==> src/rtl/uart_pkg.sv <==
// uart_pkg: definitions shared by the UART blocks.
//   state_t         receiver FSM states
//   DEF_DATA_BITS   default data bits per frame
//   DEF_OVERSAMPLE  default baud_tick pulses per bit period
//   IDLE_LEVEL      level of an idle serial line
//   majority3()     2-of-3 vote used for bit decisions
package uart_pkg;

  typedef enum logic [2:0] {
    IDLE,
    START,
    DATA,
    STOP,
    BREAK
  } state_t;

  localparam int   DEF_DATA_BITS  = 8;
  localparam int   DEF_OVERSAMPLE = 16;
  localparam logic IDLE_LEVEL     = 1'b1;

  function automatic logic majority3(input logic a, input logic b, input logic c);
    return (a & b) | (a & c) | (b & c);
  endfunction

endpackage

==> src/rtl/sync_2ff.sv <==
// sync_2ff: two-flop synchronizer for one asynchronous input.
//   clk    sampling clock
//   rst_n  asynchronous active-low reset; both flops load RESET_VAL
//   d      asynchronous input
//   q      synchronized output, two clk edges behind d
module sync_2ff #(
  parameter logic RESET_VAL = 1'b0
) (
  input  logic clk,
  input  logic rst_n,
  input  logic d,
  output logic q
);

  logic meta;

  // NOTE: both flops reset to the line's resting level so that leaving reset
  // never looks like an edge on the synchronized signal.
  always_ff @(posedge clk or negedge rst_n) begin
    if (!rst_n) begin
      meta <= RESET_VAL;
      q    <= RESET_VAL;
    end else begin
      meta <= d;
      q    <= meta;
    end
  end

endmodule

==> src/rtl/uart_rx.sv <==
// uart_rx: oversampling UART receiver, 1 start bit, DATA_BITS data bits
// LSB first, 1 stop bit. Each bit is a 2-of-3 vote around its midpoint.
//   clk        single clock, rising edge
//   reset      asynchronous active-low reset
//   baud_tick  one-clk strobe at OVERSAMPLE x baud rate
//   rx         asynchronous serial line, idles high
//   data       last good byte, held until the next good frame
//   valid      one-clk pulse, data is new
//   frame_err  one-clk pulse, stop bit was sampled low
//   busy       high whenever the FSM is not in IDLE
module uart_rx
  import uart_pkg::*;
#(
  parameter int DATA_BITS  = DEF_DATA_BITS,
  parameter int OVERSAMPLE = DEF_OVERSAMPLE
) (
  input  logic                 clk,
  input  logic                 reset,
  input  logic                 baud_tick,
  input  logic                 rx,
  output logic [DATA_BITS-1:0] data,
  output logic                 valid,
  output logic                 frame_err,
  output logic                 busy
);

  localparam int CW = $clog2(OVERSAMPLE);
  localparam int BW = (DATA_BITS > 1) ? $clog2(DATA_BITS) : 1;
  localparam int M  = OVERSAMPLE / 2;

  localparam logic [CW-1:0] C_LO   = CW'(M - 1);
  localparam logic [CW-1:0] C_MID  = CW'(M);
  localparam logic [CW-1:0] C_HI   = CW'(M + 1);
  localparam logic [CW-1:0] C_LAST = CW'(OVERSAMPLE - 1);
  localparam logic [BW-1:0] B_LAST = BW'(DATA_BITS - 1);

  logic                 rx_s;
  state_t               state;
  logic [CW-1:0]        cnt;
  logic [BW-1:0]        bit_cnt;
  logic [DATA_BITS-1:0] shreg;
  logic                 s0, s1;
  logic                 bit_val;
  logic                 decide;
  logic                 wrap;

  sync_2ff #(.RESET_VAL(IDLE_LEVEL)) u_sync (
    .clk   (clk),
    .rst_n (reset),
    .d     (rx),
    .q     (rx_s)
  );

  // The vote uses the two stored samples plus the live sample on tick M+1.
  assign bit_val = majority3(s0, s1, rx_s);
  assign decide  = (cnt == C_HI);
  assign wrap    = (cnt == C_LAST);

  // NOTE: every register here is sequential state, so it is updated with
  // non-blocking assignments only; pulses default low each clk so they stay
  // exactly one clk wide whatever the baud_tick spacing.
  always_ff @(posedge clk or negedge reset) begin
    if (!reset) begin
      state     <= IDLE;
      cnt       <= '0;
      bit_cnt   <= '0;
      shreg     <= '0;
      s0        <= 1'b0;
      s1        <= 1'b0;
      data      <= '0;
      valid     <= 1'b0;
      frame_err <= 1'b0;
      busy      <= 1'b0;
    end else begin
      valid     <= 1'b0;
      frame_err <= 1'b0;
      if (baud_tick) begin
        case (state)
          IDLE: begin
            if (!rx_s) begin
              state <= START;
              cnt   <= '0;
              busy  <= 1'b1;
            end
          end
          BREAK: begin
            // Line must be seen high again before a new start can be hunted.
            if (rx_s) begin
              state <= IDLE;
              busy  <= 1'b0;
            end
          end
          default: begin
            cnt <= wrap ? '0 : cnt + CW'(1);
            if (cnt == C_LO)  s0 <= rx_s;
            if (cnt == C_MID) s1 <= rx_s;
            case (state)
              START: begin
                if (decide && bit_val) begin
                  // False start: the line went back high before mid-bit.
                  state <= IDLE;
                  cnt   <= '0;
                  busy  <= 1'b0;
                end else if (wrap) begin
                  state   <= DATA;
                  bit_cnt <= '0;
                end
              end
              DATA: begin
                if (decide) shreg <= {bit_val, shreg[DATA_BITS-1:1]};
                if (wrap) begin
                  if (bit_cnt == B_LAST) state <= STOP;
                  else                   bit_cnt <= bit_cnt + BW'(1);
                end
              end
              STOP: begin
                // Finish at the stop midpoint so a following start edge can
                // arrive as early as the very next tick.
                if (decide) begin
                  cnt <= '0;
                  if (bit_val) begin
                    data  <= shreg;
                    valid <= 1'b1;
                    state <= IDLE;
                    busy  <= 1'b0;
                  end else begin
                    frame_err <= 1'b1;
                    state     <= BREAK;
                  end
                end
              end
              default: ;
            endcase
          end
        endcase
      end
    end
  end

endmodule

==> config.mk <==
export PLATFORM = sky130hd
export DESIGN_NAME = uart_rx
export DESIGN_NICKNAME = d
export VERILOG_FILES = /design/src/rtl/uart_pkg.sv /design/src/rtl/sync_2ff.sv /design/src/rtl/uart_rx.sv
export SDC_FILE = /design/constraint.sdc
export NUM_CORES = 1
export LEC_CHECK = 0
export ABC_AREA = 1
export BUFFER_PORTS_ARGS = -buffer_cell sky130_fd_sc_hd__buf_2
export CAP_MARGIN = 20
export CORE_ASPECT_RATIO = 0.5
export CORE_MARGIN = 4
export CORE_UTILIZATION = 50
export DETAILED_ROUTE_END_ITERATION = 10
export PLACE_DENSITY = 0.75
export SYNTH_ARGS = -nofsm -noshare
export SYNTH_HDL_FRONTEND = slang
export SYNTH_SLANG_ARGS = --single-unit
==> constraint.sdc <==
create_clock -name clk -period 3 [get_ports clk]
set_input_delay 0.6 -clock clk [delete_from_list [all_inputs] [get_ports clk]]
set_output_delay 0.6 -clock clk [all_outputs]
set_load 0.03 [all_outputs]
* Word-level counts from Yosys, hierarchy flattened
Cells that the tools add are included.
** Storage, ports and cells
- Bits of input ports :: 4
- Output and inout bits :: 11
- Word-level logic and storage cells :: 94
- Register bits :: 33
** Operators by class
- Equality and inequality tests :: 21
- Multiplexer cells :: 38
- Reduce and logical (&&, ||, !) cells :: 14
- Bitwise logic cells :: 7
- Add/subtract/negate cells :: 2
** Operator list (count)
- $mux 3 :: 12
- $mux 4 :: 4
- $pmux 4 s2 :: 2
- $mux 1 :: 15
- $reduce_and 7->1 :: 2
- $eq 4x4->1 const B :: 3
- $ne 4x4->1 const B :: 3
- $pmux 3 s2 :: 2
- $ne 2x2->1 const B :: 5
- $pmux 3 s3 :: 1
- $reduce_and 3->1 :: 3
- $ne 4x2->1 const B :: 2
- $reduce_and 8->1 :: 1
- $eq 3x2->1 const B :: 2
- $eq 3x3->1 const B :: 2
- $ne 5x5->1 const B :: 1
- $reduce_and 5->1 :: 1
- $reduce_bool 5->1 :: 1
- $add 4x1->4 const B :: 1
- $eq 4x3->1 const B :: 1
- $pmux 1 s2 :: 2
- $reduce_and 4->1 :: 1
- $reduce_bool 4->1 :: 1
- $add 3x1->3 const B :: 1
- 9 further kinds :: 13

* Longest topological paths before layout
- Word-level depth :: 8
- Depth in mapped cells :: 10
- Depth with buffers taken out :: 10

* Modules after synthesis
Synthesis repeated with hierarchy kept, for this count alone.
** Unflattened totals
- Cell total of the unflattened synthesis :: 197
- Area total of the unflattened synthesis :: 1694.1 µm²
** Modules (own cells, without submodules)
- uart_rx :: times used 1, seq. area each 775.7 µm², area each 1641.6 µm², cells each 195
- sync_2ff :: times used 1, seq. area each 52.6 µm², area each 52.6 µm², cells each 2

* Worst setup path after synthesis
No wires, ideal clock.
- Kind :: flip-flop to flip-flop
- Start point :: register cnt[1]
- End point :: register shreg[5]
- Library setup time :: 0.126 ns
- Period minus slack after synthesis :: 1.394 ns
- Required time :: 2.874 ns
- Data arrival time :: 1.267 ns
- Path slack :: 1.606 ns
- Stages on the path, launching flop included :: 9
- Path buffers :: 1
- Cell sequence :: dfrtp_1 > inv_1 > ha_1 > nand3_1 > inv_1 > nand3_2 > buf_6 > nand2_1 > o21ai_0
** On the way
- Cells in the longest elaborated chain, start to end :: 2
** RTL lines
- start: declaration :: line uart_rx.sv:39 : logic [CW-1:0] cnt;
- start signal: assignment :: line uart_rx.sv:94 : cnt <= wrap ? '0 : cnt + CW'(1);
- $eq 4x4->1 :: line uart_rx.sv:56 : assign decide = (cnt == C_HI);
- $reduce_and 4->1 (no line)
- end signal: assignment :: line uart_rx.sv:110 : if (decide) shreg <= {bit_val, shreg[DATA_BITS-1:1]};
- end: declaration :: line uart_rx.sv:41 : logic [DATA_BITS-1:0] shreg;
No other way between the ends.
A chain may end at the register's enable or synchronous reset.

* Worst setup path after layout
- Start point :: register cnt[1]
- End point :: register cnt[0]
** On the way
- Cells in the longest elaborated chain, start to end :: 5
- Elaborated cells between the ends (all ways) :: 8
- Classes of those cells :: eq/ne (2); mux (5); reduce/logical (1)
** RTL lines
- $eq 4x4->1, on equally long branches :: line uart_rx.sv:57, uart_rx.sv:56
- $mux 4 / $logic_and 1x1->1 (equally long branches) :: line uart_rx.sv:94, uart_rx.sv:99
- $mux 4, on equally long branches :: line uart_rx.sv:119, uart_rx.sv:99
- $pmux 4 s2 * :: line uart_rx.sv:97 : case (state)
- $pmux 4 s2 * :: line uart_rx.sv:78 : case (state)
Every way passes the cells marked *; elsewhere a longest branch is shown, timed or not.

==> results.md <==
- The flow ran to the end, and the final reports show no timing, DRC or antenna violations.
- The post-CTS resize count is 0.
- For met1 alone, demand over resource in global routing was 0.201.
- In this run the worst setup path begins at cnt[1].
- The placer's final routability congestion estimate is between 0.9 and 1.
- The part of the cycle the worst path needs is 0.537.
- The fraction of the yosys area taken by sequential cells is 0.486.
- The synthesis warning total is 0.
- The register-to-register setup slack is between 1 and 1.5 ns.
- The worst register-to-register path ends at cnt[0].
- The initial antenna violation count is 0.
- The x dimension of the die is between 90 and 100 um.
- The main flop type after synthesis is sky130_fd_sc_hd__dfrtp_1.
- The first routing iteration left 66 violations.
- The root buffer cell chosen for the clock tree is sky130_fd_sc_hd__clkbuf_8.
- Relative to the synthesized area, the layout overhead comes to 12.0%.
- The layer carrying the most global-route usage is met2.
- Summed over all failing endpoints, the final setup total negative slack is 0 ns.
- After detailed placement, the design holds a cell count of approximately 260.
- After technology mapping, the gate count stands at 204.
- The cell with the largest stage delay on the worst path is sky130_fd_sc_hd__dfrtp_1.
- Counting distinct cell types in the post-synthesis netlist gives 22.
- The worst setup path is launched from a flip-flop.
- Setup repair after global routing left no endpoint under its margin.
- The count of nets after finishing is 231.
- By area the synthesized netlist is led by sky130_fd_sc_hd__dfrtp_1 46%, sky130_fd_sc_hd__nand2_1 14%, sky130_fd_sc_hd__inv_1 6.4%.
- The capturing instance or port of the critical path is cnt[0].
- In this run, post-CTS hold repair placed 0 buffers.
- The kind of path behind the tightest hold check is primary input to asynchronous set/reset pin.
- Across the routed clock network, the largest skew measured is 0.00563 ns.
- The floorplan has 14 rows.
- The first detailed-routing pass ran for 4 iterations.
- 0 antenna diodes ended up in the layout.
- The signal on the critical path passes through inv_1 -> ha_1 -> nand3_1 -> inv_1 -> nand2_1 -> nand2_1 -> nand2_1 -> nand3_1 -> nand2_1.
- The final route contains 1327 vias.
- The clock drives 33 sinks.
- The upper clock frequency limit is 621 MHz.
- During placement, the flow inserted port buffers numbering 14.
- The die footprint is about 0.0045 mm^2.
- The synthesized netlist occupies a cell area of around 0.0017 mm^2.
- Setup violations remaining at the end of the flow were counted as 0.
- The H-tree was split into 2 levels.
- The wire-length estimate of the detail-placed layout is 2.34 mm.
- The clock transition time at the flip-flop clock pins of the worst setup and hold paths is around 0.080 ns.
- The fraction of layout cells with a size suffix above 1 is 0.206.
- The startpoint identified for the worst register-to-register timing path is cnt[1].
- In this run the count of I/O pins placed on the die edge is 15.
- The largest driver fanout on the critical path is 5.
- The number of synthesized flops with an enable pin is 0.
- After detailed routing, the average wire length per cell comes to about 12 um.
- The worst path in the final design needs a cycle of between 1.5 and 2 ns, including I/O delays and setup.
- The worst IR drop on VDD is about 320 uV.
- After synthesis, the share of flip-flops with an asynchronous set or reset is 1.00.
- The count of pins over their slew limit is 0.
- The count of placed standard cells in the final layout, fillers left out is roughly 260.
- Grouping stages by cell kind, the critical path spends the most delay in simple AND/OR/NAND/NOR gates.
- For the pin with the worst max-slew slack, the measured transition is between 0.7 and 0.8 ns.
- The delay of the slowest cell on the worst path is between 0.4 and 0.5 ns.
- Counting cells, the worst reg-to-reg path comes to 9.
- The count of buffering cells on the critical path with inverters included is 2.
- In this run, synthesis produced a sequential element count of 33.
- The die height is about 49 um.
- The commonest cells after synthesis are 63 x sky130_fd_sc_hd__nand2_1, 31 x sky130_fd_sc_hd__dfrtp_1, 29 x sky130_fd_sc_hd__inv_1.
- The post-placement setup slack is ~1.4 ns.
- The number of hold-slack violations in the final timing report is 0.
- Max-cap violations in this run came to 0.
- The global-route wire length before repair is about 5.7 mm.
- TritonCTS built the clock tree.
- The post-CTS repair timing setup buffer count is 0.
- The total nets after synthesis is 213.
- The type of the setup path with the least slack is flip-flop to flip-flop.
- The number of global-route vias before repair was about 1300.
- The worst setup path is captured at a flip-flop.
- The total power divided by cell area is between 700 and 800 mW/mm^2.
- The global routing usage on met2 is 0.255.
- The floorplan core area is approximately 0.0031 mm^2.
- The leftover overflow at the end of global routing is 0.
- For this configuration, the core starts out at a cell density of 0.543.
- The remaining routing DRC violations is 0.
- The routed design has 3.25 mm of wire.
- The later-pin clock latency in the skew report is about 0.30 ns.
- Data on the critical path is required at its endpoint by ~3.2 ns.
- The arrival time reported for the critical path endpoint is roughly 1.8 ns.
- The global routing usage on met3 is 0.0755.
- The most numerous cell type found on the critical path is sky130_fd_sc_hd__nand2_1.
- The leakage dissipation is 0.980 nW.
- The critical path depth in cells is 9.
- In the post-route analysis, the smallest setup slack over all paths is approximately 1.4 ns.
- The clock buffer count from CTS is 5.
- In the global route stage, overall resource usage came out at 0.166.
- Headroom to the max-slew limit came out at 0.515.
- The largest buffer count on any clock path is 2.
- Dividing the detail-routed via count by the number of cells gives 5.05.
- A synthesized cell averages 8.35 um^2.
- The share of synthesized area in the top cell type comes to 0.456.
- In the post-synthesis netlist, the cell with the most instances is sky130_fd_sc_hd__nand2_1.
- Entering global routing, the biggest net connects 34 pins.
- Summed over all instances, the cell type with the most area after synthesis is sky130_fd_sc_hd__dfrtp_1.
- The count of antenna-violating nets left after detailed routing is 0.
## cell families after synthesis
| family | after synthesis | share of synthesized area |
|---|---|---|
| adder cells (fa/ha/maj) | 5 | 0.0367 |
| XOR/XNOR | 1 | 0.00514 |
| buffers and inverters | 34 | 0.0860 |
| AO/OA/AOI/OAI | 26 | 0.0918 |
| AND/OR/NAND/NOR | 105 | 0.294 |
| flip-flops | 33 | 0.486 |
## registers in the layout (all words and copies together), names as in the netlist
register and count:
u_sync.q 1, busy 1, shreg 8, valid 1
data 8, frame_err 1, bit_cnt 3, s0 1
s1 1, state 3, u_sync.meta 1, cnt 4
## cells in the final DEF (no fill, tap or decap)
cell type	n
sky130_fd_sc_hd__bufinv_16	1
sky130_fd_sc_hd__clkinvlp_4	1
sky130_fd_sc_hd__dfstp_2	2
sky130_fd_sc_hd__a21oi_1	4
sky130_fd_sc_hd__inv_2	2
sky130_fd_sc_hd__xor2_1	1
sky130_fd_sc_hd__nand3_4	1
sky130_fd_sc_hd__nand3_2	1
sky130_fd_sc_hd__clkbuf_8	5
sky130_fd_sc_hd__o21ai_0	14
sky130_fd_sc_hd__buf_2	14
sky130_fd_sc_hd__or2_2	1
sky130_fd_sc_hd__dfrtp_1	31
sky130_fd_sc_hd__clkinv_4	1
sky130_fd_sc_hd__nand3_1	16
sky130_fd_sc_hd__nor2_4	5
sky130_fd_sc_hd__nand2_2	4
sky130_fd_sc_hd__nand4_2	1
sky130_fd_sc_hd__inv_1	29
sky130_fd_sc_hd__o21ai_2	7
sky130_fd_sc_hd__o21ai_1	1
sky130_fd_sc_hd__nand2_1	63
sky130_fd_sc_hd__ha_1	5
sky130_fd_sc_hd__nor2_1	10
sky130_fd_sc_hd__nand4_1	3
## cell type report
cell class | instances | area [um^2]
clock buffers | 5 | 68.8
multi-input cells | 137 | 728
flip-flops and latches | 33 | 828
repair buffers | 14 | 70.1
well taps | 40 | 50.0
fillers | 287 | 1230
inverters | 31 | 116
clock inverters | 3 | 46.3
## per-stage QoR
stage / hold slack (ns) / cell area [um^2] / util / power (W)
floorplan: 0.304 / 1700 / - / 0.000928
global placement: 0.348 / 1790 / 0.572 / 0.00101
detailed placement: 0.352 / 1790 / 0.572 / 0.00103
CTS: 0.359 / 1910 / 0.609 / 0.00146
global route: 0.364 / 1910 / 0.609 / 0.00156
finish: 0.353 / 1910 / 0.609 / 0.00145
## per-layer routing
layer	share of wire	up-vias	routed length [um]
li1	-	676	-
met1	0.47	621	1530
met2	0.46	21	1500
met3	0.047	9	153
met4	0.020	0	66
met5	0	-	0
## worst reg2reg max path, delay by kind of cell (launching register included)
kind                       cells  cell delay, ns
buffers and inverters          2            0.30
and+or+nand+nor                6            0.65
adders and majority gates      1            0.14
DFF                            1            0.42
## worst min-delay path by stage
stage / to / slack (ns) / depth (start not counted)
final: state[1] / 0.35 / 1
after global routing: u_sync.q / 0.36 / 0
after CTS: u_sync.q / 0.36 / 0
after detailed placement: u_sync.q / 0.35 / 0
after global placement: u_sync.q / 0.35 / 0
after floorplan: bit_cnt[0] / 0.30 / 0
## power by group
| part | internal, W | leakage (nW) | switching, W |
|---|---|---|---|
| logic | 0.000149 | 0.479 | 0.000297 |
| clock network | 0.000248 | 0.0543 | 0.000184 |
| registers | 0.000498 | 0.446 | 0.0000764 |
| total | 0.000896 | 0.980 | 0.000558 |
Note: power is estimated with default switching activity, not from simulation.
